`src/rtl/nibble_pack16_pkg.sv`:
```
// Shared constants and types for the nibble packer: word geometry, FSM states
// and the bundle carried by the output register.
package nibble_pack_pkg;
   localparam int WIDTH_IN = 4;
   localparam int NIBBLES  = 4;
   localparam int OUT_W    = WIDTH_IN * NIBBLES;
   localparam int CNT_W    = $clog2(NIBBLES) + 1;
   localparam int IDX_W    = $clog2(NIBBLES);

   typedef enum logic [0:0] {
      EMPTY   = 1'b0,
      PARTIAL = 1'b1
   } fsm_e;

   typedef struct packed {
      logic [OUT_W-1:0] data;
      logic [CNT_W-1:0] count;
      logic             last;
   } out_word_t;
endpackage

```
`src/rtl/nibble_pack16_if.sv`:
```
// Nibble-in / word-out stream bundle. The design takes the slave side and the
// feeder/sink takes the master side.
interface nibble_pack16_if;
   logic                               in_valid;
   logic                               in_ready;
   logic [nibble_pack_pkg::WIDTH_IN-1:0] in_data;
   logic                               in_last;
   logic                               out_valid;
   logic                               out_ready;
   logic [nibble_pack_pkg::OUT_W-1:0]  out_data;
   logic [nibble_pack_pkg::CNT_W-1:0]  out_count;
   logic                               out_last;
   logic [15:0]                        word_cnt;

   modport master (
      output in_valid, in_data, in_last, out_ready,
      input  in_ready, out_valid, out_data, out_count, out_last, word_cnt
   );

   modport slave (
      input  in_valid, in_data, in_last, out_ready,
      output in_ready, out_valid, out_data, out_count, out_last, word_cnt
   );
endinterface

```
`src/rtl/nibble_pack16_pack_out_reg.sv`:
```
// Single-entry valid/ready output register. Reloading while draining keeps
// out_valid high, so back-to-back words flow without a bubble.
module pack_out_reg
   import nibble_pack_pkg::*;
(
   input  logic      clk,
   input  logic      arst,
   input  logic      load,
   input  out_word_t load_word,
   input  logic      out_ready,
   output logic      out_valid,
   output out_word_t out_word,
   output logic      in_ready,
   output logic      handoff
);

   assign handoff  = out_valid && out_ready;
   // Upstream may only load when the slot is free or draining this cycle.
   assign in_ready = !arst && (!out_valid || out_ready);

   always_ff @(posedge clk or posedge arst) begin
      if (arst) begin
         out_valid <= 1'b0;
         out_word  <= '0;
      end else if (load) begin
         out_valid <= 1'b1;
         out_word  <= load_word;
      end else if (handoff) begin
         out_valid <= 1'b0;
      end
   end

endmodule

```
`src/rtl/nibble_pack16.sv`:
```
// Packs a valid/ready nibble stream little-endian into 16-bit words, with
// early flush on in_last (upper nibbles zero) and a handoff counter.
module nibble_pack16
   import nibble_pack_pkg::*;
(
   input  logic            clk,
   input  logic            arst,
   nibble_pack16_if.slave  bus
);

   localparam logic [0:0] S_EMPTY   = EMPTY;
   localparam logic [0:0] S_PARTIAL = PARTIAL;

   logic [0:0]                       state;
   logic [IDX_W-1:0]                 idx;
   logic [NIBBLES-1:0][WIDTH_IN-1:0] acc;
   logic [NIBBLES-1:0][WIDTH_IN-1:0] merged;
   logic                             accept;
   logic                             complete;
   logic                             handoff;
   logic                             in_ready;
   logic                             out_valid;
   out_word_t                        load_word;
   out_word_t                        out_word;
   logic [15:0]                      wcnt;

   assign accept   = bus.in_valid && in_ready;
   assign complete = accept && ((idx == IDX_W'(NIBBLES-1)) || bus.in_last);

   // Slots above idx are zero in the accumulator, which gives the flush padding.
   for (genvar i = 0; i < NIBBLES; i++) begin : g_merge
      assign merged[i] = (idx == IDX_W'(i))   ? bus.in_data :
                         (state == S_EMPTY)   ? '0          : acc[i];
   end

   assign load_word.data  = merged;
   assign load_word.count = CNT_W'(idx) + CNT_W'(1);
   assign load_word.last  = bus.in_last;

   always_ff @(posedge clk or posedge arst) begin
      if (arst) begin
         acc   <= '0;
         idx   <= '0;
         state <= S_EMPTY;
      end else if (complete) begin
         acc   <= '0;
         idx   <= '0;
         state <= S_EMPTY;
      end else if (accept) begin
         acc   <= merged;
         idx   <= idx + IDX_W'(1);
         state <= S_PARTIAL;
      end
   end

   pack_out_reg u_out (
      .clk       (clk),
      .arst      (arst),
      .load      (complete),
      .load_word (load_word),
      .out_ready (bus.out_ready),
      .out_valid (out_valid),
      .out_word  (out_word),
      .in_ready  (in_ready),
      .handoff   (handoff)
   );

   always_ff @(posedge clk or posedge arst) begin
      if (arst)         wcnt <= '0;
      else if (handoff) wcnt <= wcnt + 16'd1;
   end

   assign bus.in_ready  = in_ready;
   assign bus.out_valid = out_valid;
   assign bus.out_data  = out_word.data;
   assign bus.out_count = out_word.count;
   assign bus.out_last  = out_word.last;
   assign bus.word_cnt  = wcnt;

endmodule

```
`src/flat_wrapper.sv`:
```
// flat-port wrapper written by rule: the top's interface ports become plain ports
module nibble_pack16_flat import nibble_pack_pkg::*;
  (clk, arst, bus_in_valid, bus_in_data, bus_in_last, bus_out_ready, bus_in_ready, bus_out_valid, bus_out_data, bus_out_count, bus_out_last, bus_word_cnt);
  nibble_pack16_if bus_i ();
  input  logic clk;
  input  logic arst;
  input wire logic [$bits(bus_i.in_valid)-1:0] bus_in_valid;
  input wire logic [$bits(bus_i.in_data)-1:0] bus_in_data;
  input wire logic [$bits(bus_i.in_last)-1:0] bus_in_last;
  input wire logic [$bits(bus_i.out_ready)-1:0] bus_out_ready;
  output wire logic [$bits(bus_i.in_ready)-1:0] bus_in_ready;
  output wire logic [$bits(bus_i.out_valid)-1:0] bus_out_valid;
  output wire logic [$bits(bus_i.out_data)-1:0] bus_out_data;
  output wire logic [$bits(bus_i.out_count)-1:0] bus_out_count;
  output wire logic [$bits(bus_i.out_last)-1:0] bus_out_last;
  output wire logic [$bits(bus_i.word_cnt)-1:0] bus_word_cnt;
  assign bus_i.in_valid = bus_in_valid;
  assign bus_i.in_data = bus_in_data;
  assign bus_i.in_last = bus_in_last;
  assign bus_i.out_ready = bus_out_ready;
  assign bus_in_ready = bus_i.in_ready;
  assign bus_out_valid = bus_i.out_valid;
  assign bus_out_data = bus_i.out_data;
  assign bus_out_count = bus_i.out_count;
  assign bus_out_last = bus_i.out_last;
  assign bus_word_cnt = bus_i.word_cnt;
  nibble_pack16 u_core (.clk(clk), .arst(arst), .bus(bus_i));
endmodule
```
`config.mk`:
```
export PLATFORM = sky130hd
export DESIGN_NAME = nibble_pack16_flat
export DESIGN_NICKNAME = d
export VERILOG_FILES = /design/src/rtl/nibble_pack16_pkg.sv /design/src/rtl/nibble_pack16_if.sv /design/src/rtl/nibble_pack16_pack_out_reg.sv /design/src/rtl/nibble_pack16.sv /design/src/flat_wrapper.sv
export SDC_FILE = /design/constraint.sdc
export NUM_CORES = 1
export LEC_CHECK = 0
export CAP_MARGIN = 20
export CORE_MARGIN = 5
export CORE_UTILIZATION = 23
export DETAILED_ROUTE_END_ITERATION = 8
export GPL_ROUTABILITY_DRIVEN = 0
export GPL_TIMING_DRIVEN = 0
export SLEW_MARGIN = 20
export SYNTH_ARGS = -nofsm -noshare
export SYNTH_HDL_FRONTEND = slang
export SYNTH_HIERARCHICAL = 1
export SYNTH_SLANG_ARGS = --single-unit
export TNS_END_PERCENT = 30
```
`constraint.sdc`:
```
create_clock -name clk -period 4.2 [get_ports clk]
set_input_delay 0.63 -clock clk [delete_from_list [all_inputs] [get_ports clk]]
set_output_delay 0.63 -clock clk [all_outputs]
set_load 0.01 [all_outputs]
```
==> Yosys cells after proc, flatten, opt, wreduce, memory -nomap -nowiden <==
Cells that the tools add are included.
{ "word_totals": {"reg_bits": 56, "in_bits": 9, "output_inout_bits": 38, "elab_cells": 44} }
{ "op_classes": {"add_sub_neg": 3, "eq_ne": 3, "muxes": 16, "n_reduce_logical": 11} }
{ "ops": {"columns": ["cell", "n"], "rows": [
  ["16-bit two-way mux", 2],
  ["4-bit two-way mux", 8],
  ["16-bit by 1-bit adder with 16-bit output (second input constant)", 1],
  ["2-bit == test (second input constant)", 2],
  ["1-bit logical AND", 4],
  ["1-bit two-way mux", 4],
  ["2-bit two-way mux", 2],
  ["2-bit nonzero test", 2],
  ["2-bit by 1-bit adder with 3-bit output (second input constant)", 1],
  ["2-bit by 1-bit adder with 2-bit output (second input constant)", 1],
  ["2-bit by 1-bit == test with 1-bit output (second input constant)", 1],
  ["1-bit zero test", 2],
  ["2-bit zero test", 1],
  ["1-bit logical OR", 2]
]} }

==> Logic depth before layout (Yosys ltp) <==
{ "logic_depth": {"word_depth": 6, "ltp_mapped": 7, "mapped_depth_nobuf": 6} }

==> Cells and area by module <==
The synthesis kept the hierarchy.
{ "modules_own_cells": {"columns": ["mod", "n_inst", "cells_per_inst", "area_per_inst_um2", "seq_area_each_um2"], "rows": [
  ["nibble_pack16", 1, 176, 1707.9, 875.8],
  ["pack_out_reg", 1, 48, 870.8, 525.5]
]} }

==> Least setup slack after synthesis <==
Ideal clock, no wire load.
{ "synth_path": {"path_kind": "input port to flip-flop", "start": "input bus_out_ready", "end": "register u_core/u_out/out_word[0] (netlist name)", "setup_ns": 0.125, "arrival_ns": 2.072, "required_ns": 4.075, "path_slack_ns": 2.003, "cell_stages": 7, "path_buffers": 2, "path_cell_list": "inv_1 a21oi_1 nand2_1 clkbuf_1 nor2_1 buf_6 mux2_4"} }
{ "synth_via": {"elab_chain_cells": 4} }
{ "synth_rtl": {"columns": ["element", "line", "text"], "rows": [
  ["start: declaration", "flat_wrapper.sv:10", "input wire logic [$bits(bus_i.out_ready)-1:0] bus_out_ready;"],
  ["1-bit logical OR", "nibble_pack16_pack_out_reg.sv:19", "assign in_ready = !arst && (!out_valid || out_ready);"],
  ["1-bit logical AND", "nibble_pack16_pack_out_reg.sv:19", null],
  ["net bus_in_ready", "flat_wrapper.sv:11", "output wire logic [$bits(bus_i.in_ready)-1:0] bus_in_ready;"],
  ["1-bit logical AND", "nibble_pack16.sv:27", "assign accept = bus.in_valid && in_ready;"],
  ["1-bit logical AND", "nibble_pack16.sv:28", "assign complete = accept && ((idx == IDX_W'(NIBBLES-1)) || bus.in_last);"],
  ["net u_core.complete", "nibble_pack16.sv:19", "logic complete;"]
]} }
The timed path passes the listed nets, and every way through them passes these cells.
A chain may end at the register's enable or synchronous reset.

==> Worst setup path after layout <==
{ "layout_path": {"start": "input bus_out_ready", "end": "output bus_in_ready"} }
{ "layout_via": {"elab_chain_cells": 2} }
{ "layout_rtl": {"columns": ["element", "line"], "rows": [
  ["1-bit logical OR", "nibble_pack16_pack_out_reg.sv:19"],
  ["1-bit logical AND", "nibble_pack16_pack_out_reg.sv:19"],
  ["end: declaration", "flat_wrapper.sv:11"]
]} }
No other way between the ends.

==> results.toml <==
[status]
status = "finished, final reports clean"

[critical_path]
cp.required_ns = 3.57
slowest_stage = "clkdlybuf4s50_1"
crit_path_end_kind = "output port"
start_kind = "input port"
path_common_cell = "clkdlybuf4s50_1"
cp_slowest_stage_delay_ns = 0.59
path_cells = "clkdlybuf4s50_1 > inv_1 > a21oi_1 > clkdlybuf4s50_1"
cp.arrival_ns = 2.01
worstSetupPathType = "input port to output port"
crit_path_max_fanout = 3

[cts]
htreeDepth = 2
holdBufCountCts = 0
clk_latency_ns = 0.29
ctsResizeCount = 0
numCtsBuffers = 5
postCtsSetupBuffers = 0
clkTransAtPathRegs_ns = 0.07
clkSinkCount = 56
cts-root-buf = "clkbuf_16"
cts_tree = "yes"
cts_buffer_depth = 2

[detailed_routing]
dr.pass1.iters = 4
via_per_inst = 4.24
drt_iter0_markers = 51
avgRoutedWirePerCell_microns = 13.8
drc_errors = 0
routed_wl_microns = 5750
ant_nets = 0
num_vias = 1771

[sta]
skew_ns = 0.00646
fin_crit_sh_pct = 62.8
finalSetupTns_ns = 0
hold_viol = 0
max_freq_mhz = 379
setup_ws_ns = 1.56
setup_viol = 0
finalMaxSlewViolations = 0
relSlewSlack_pct = 44.4
period_minus_slack_ns = 2.64
rsz0062_at_grt = "no"
worstMarginPinSlew_ns = 0.834

[logic_synthesis]
yosysSeqAreaShare_pct = 54.3
ys_ff_latch = 56
synth_edf_count = 0
async_flop_share_pct = 100
yosysWarnings = 6
syn_area_per_cell_sq_um = 11.5
syn_area_sq_mm = 0.00258
synth_flop_cell = "dfrtp_1"
ys_types = 30
syn_inst = 224
syn-num-nets = 238

[placed_design]
io_buffers = 46
hpwl_microns = 4100
postPlaceCellArea_sq_mm = 0.00321
pre_cts_ws_ns = 1.33

[power_and_ir_drop]
leakage_nw = 1.56
totalPowerFinal_mw = 1.56
powerDensity_mw_per_mm2 = 463
vdd_drop_max_mv = 0.271

[floorplanning]
die_x_microns = 116
die-area_sq_mm = 0.0134
die_h_microns = 116
core_area_sq_mm = 0.0109
ios = 47
start_util_pct = 23.6
num_rows = 38

[run]
drv_cap = 0

[grt]
antenna_found_initial = 0
grt_pass1_wl_microns = 9760
grt_pass1_vias = 1858
grtUsageTotal_pct = 9.23
overflow = 0
grt_max_degree = 36

[layout]
fin_area_sq_mm = 0.00338
multiInputGateArea_sq_mm = 0.00111
drive_gt1_share_pct = 13.3
nFillCells = 1129
final_nets = 291
n_antenna_cell = 0
area_delta_synth_final_pct = 31.1
ff_latch_area_sq_mm = 0.00140

[worst_hold_path]
hp-class = "flop to flop"
## cell families (layout without fill, tap and decap cells)
family                   after synthesis  count (layout)  share of synthesized area (%)
adder cells (fa/ha/maj)                5               5                           2.43
AO/OA/AOI/OAI                         24              24                           6.50
buffers and inverters                 13              67                           2.47
XOR/XNOR                              15              15                           5.39
multiplexers                          21              21                           11.9
flip-flops                            56              56                           54.3
AND/OR/NAND/NOR                       90              90                           16.9
## registers in the layout, summed over array words and instances, names as in the netlist
signal	cells
u_core/u_out/out_word	20
u_core/acc	16
u_core/bus.word_cnt	16
u_core/idx	2
u_core/state	1
u_core/u_out/out_valid	1
## final timing paths
check / from / to / slack, ns / cells past startpoint
setup reg to reg: u_core/u_out/out_valid / u_core/u_out/out_word[3] / 2.08 / 6
hold reg to reg: u_core/acc[11] / u_core/acc[11] / 0.48 / 2
max in group asynchronous: arst / u_core/u_out/out_word[1] / 2.79 / 2
setup / recovery: bus_out_ready / bus_in_ready / 1.56 / 4
hold / removal: u_core/acc[11] / u_core/acc[11] / 0.48 / 2
min in group asynchronous: arst / u_core/acc[15] / 0.85 / 2
## synth_stat cells (2+ instances only)
| library cell | n | area share [%] |
|---|---|---|
| buf_6 | 2 | 0.87 |
| xor2_1 | 6 | 2.0 |
| o41ai_1 | 4 | 1.4 |
| inv_1 | 6 | 0.87 |
| nor2_1 | 4 | 0.58 |
| nand2b_1 | 12 | 2.9 |
| ha_1 | 5 | 2.4 |
| nand3_1 | 2 | 0.39 |
| nand2_1 | 55 | 8.0 |
| clkbuf_1 | 5 | 0.73 |
| mux2_4 | 19 | 11 |
| dfrtp_1 | 56 | 54 |
| and3_1 | 2 | 0.49 |
| xnor2_1 | 8 | 2.7 |
| mux2_2 | 2 | 0.87 |
| nand4_1 | 4 | 0.97 |
| o21ai_0 | 10 | 1.9 |
| nor2b_1 | 3 | 0.73 |
| a22o_1 | 8 | 2.7 |
## metal layers
layer  up-vias  global-route usage (%)  part of all wire (%)
met5         -                       0                     0
met4         0                    2.94                   1.1
met3         6                    2.77                   6.9
met2        51                    14.2                    46
met1       854                    12.5                    46
li1        860                       -                     -
## area by class of cell
| type | count | share of cell area, % |
|---|---|---|
| flip-flops and latches | 56 | 41.4 |
| multi-input cells | 155 | 32.9 |
| repair buffers | 46 | 13.6 |
| well taps | 140 | 5.18 |
| clock buffers | 6 | 3.81 |
| plain buffers | 7 | 1.22 |
| clock inverters | 2 | 1.15 |
| inverters | 6 | 0.666 |
## worst max-delay path, delay by kind of cell
| family | cells | cell delay [ns] |
|---|---|---|
| buf+inv | 3 | 1.13 |
| compound gates | 1 | 0.25 |
## metrics by stage
stage,hold WS [ns],util (%),std cells
after global routing,0.507,30.9,418
final,0.478,30.9,418
after floorplan,0.443,-,224
after global placement,0.455,29.4,410
after detailed placement,0.462,29.4,410
after CTS,0.479,30.9,418
## power by group
part | switching (mW) | internal, mW | total [mW]
Sequential | 0.0645 | 0.623 | 0.688
Clock | 0.189 | 0.284 | 0.473
Combinational | 0.171 | 0.233 | 0.403
Total | 0.424 | 1.14 | 1.56
## layout by cell type, fill, tap and decap left out, types with 2 or more instances in the layout
cell type        synthesis  routed
o41ai_1                  4       4
ha_1                     5       5
mux2_4                  19      19
nor2b_1                  3       3
dfrtp_1                 56      56
nand2_1                 55      55
clkbuf_1                 5       6
nand2b_1                12      12
inv_1                    6       5
buf_6                    2       2
nand3_1                  2       2
xor2_1                   6       6
o21ai_0                 10      10
nand4_1                  4       4
xnor2_1                  8       8
clkbuf_16                0       5
a22o_1                   8       8
clkdlybuf4s50_1          0      46
and3_1                   2       2
nor2_1                   4       4
mux2_2                   2       2
No activity file was read; power rests on OpenSTA's default activity.
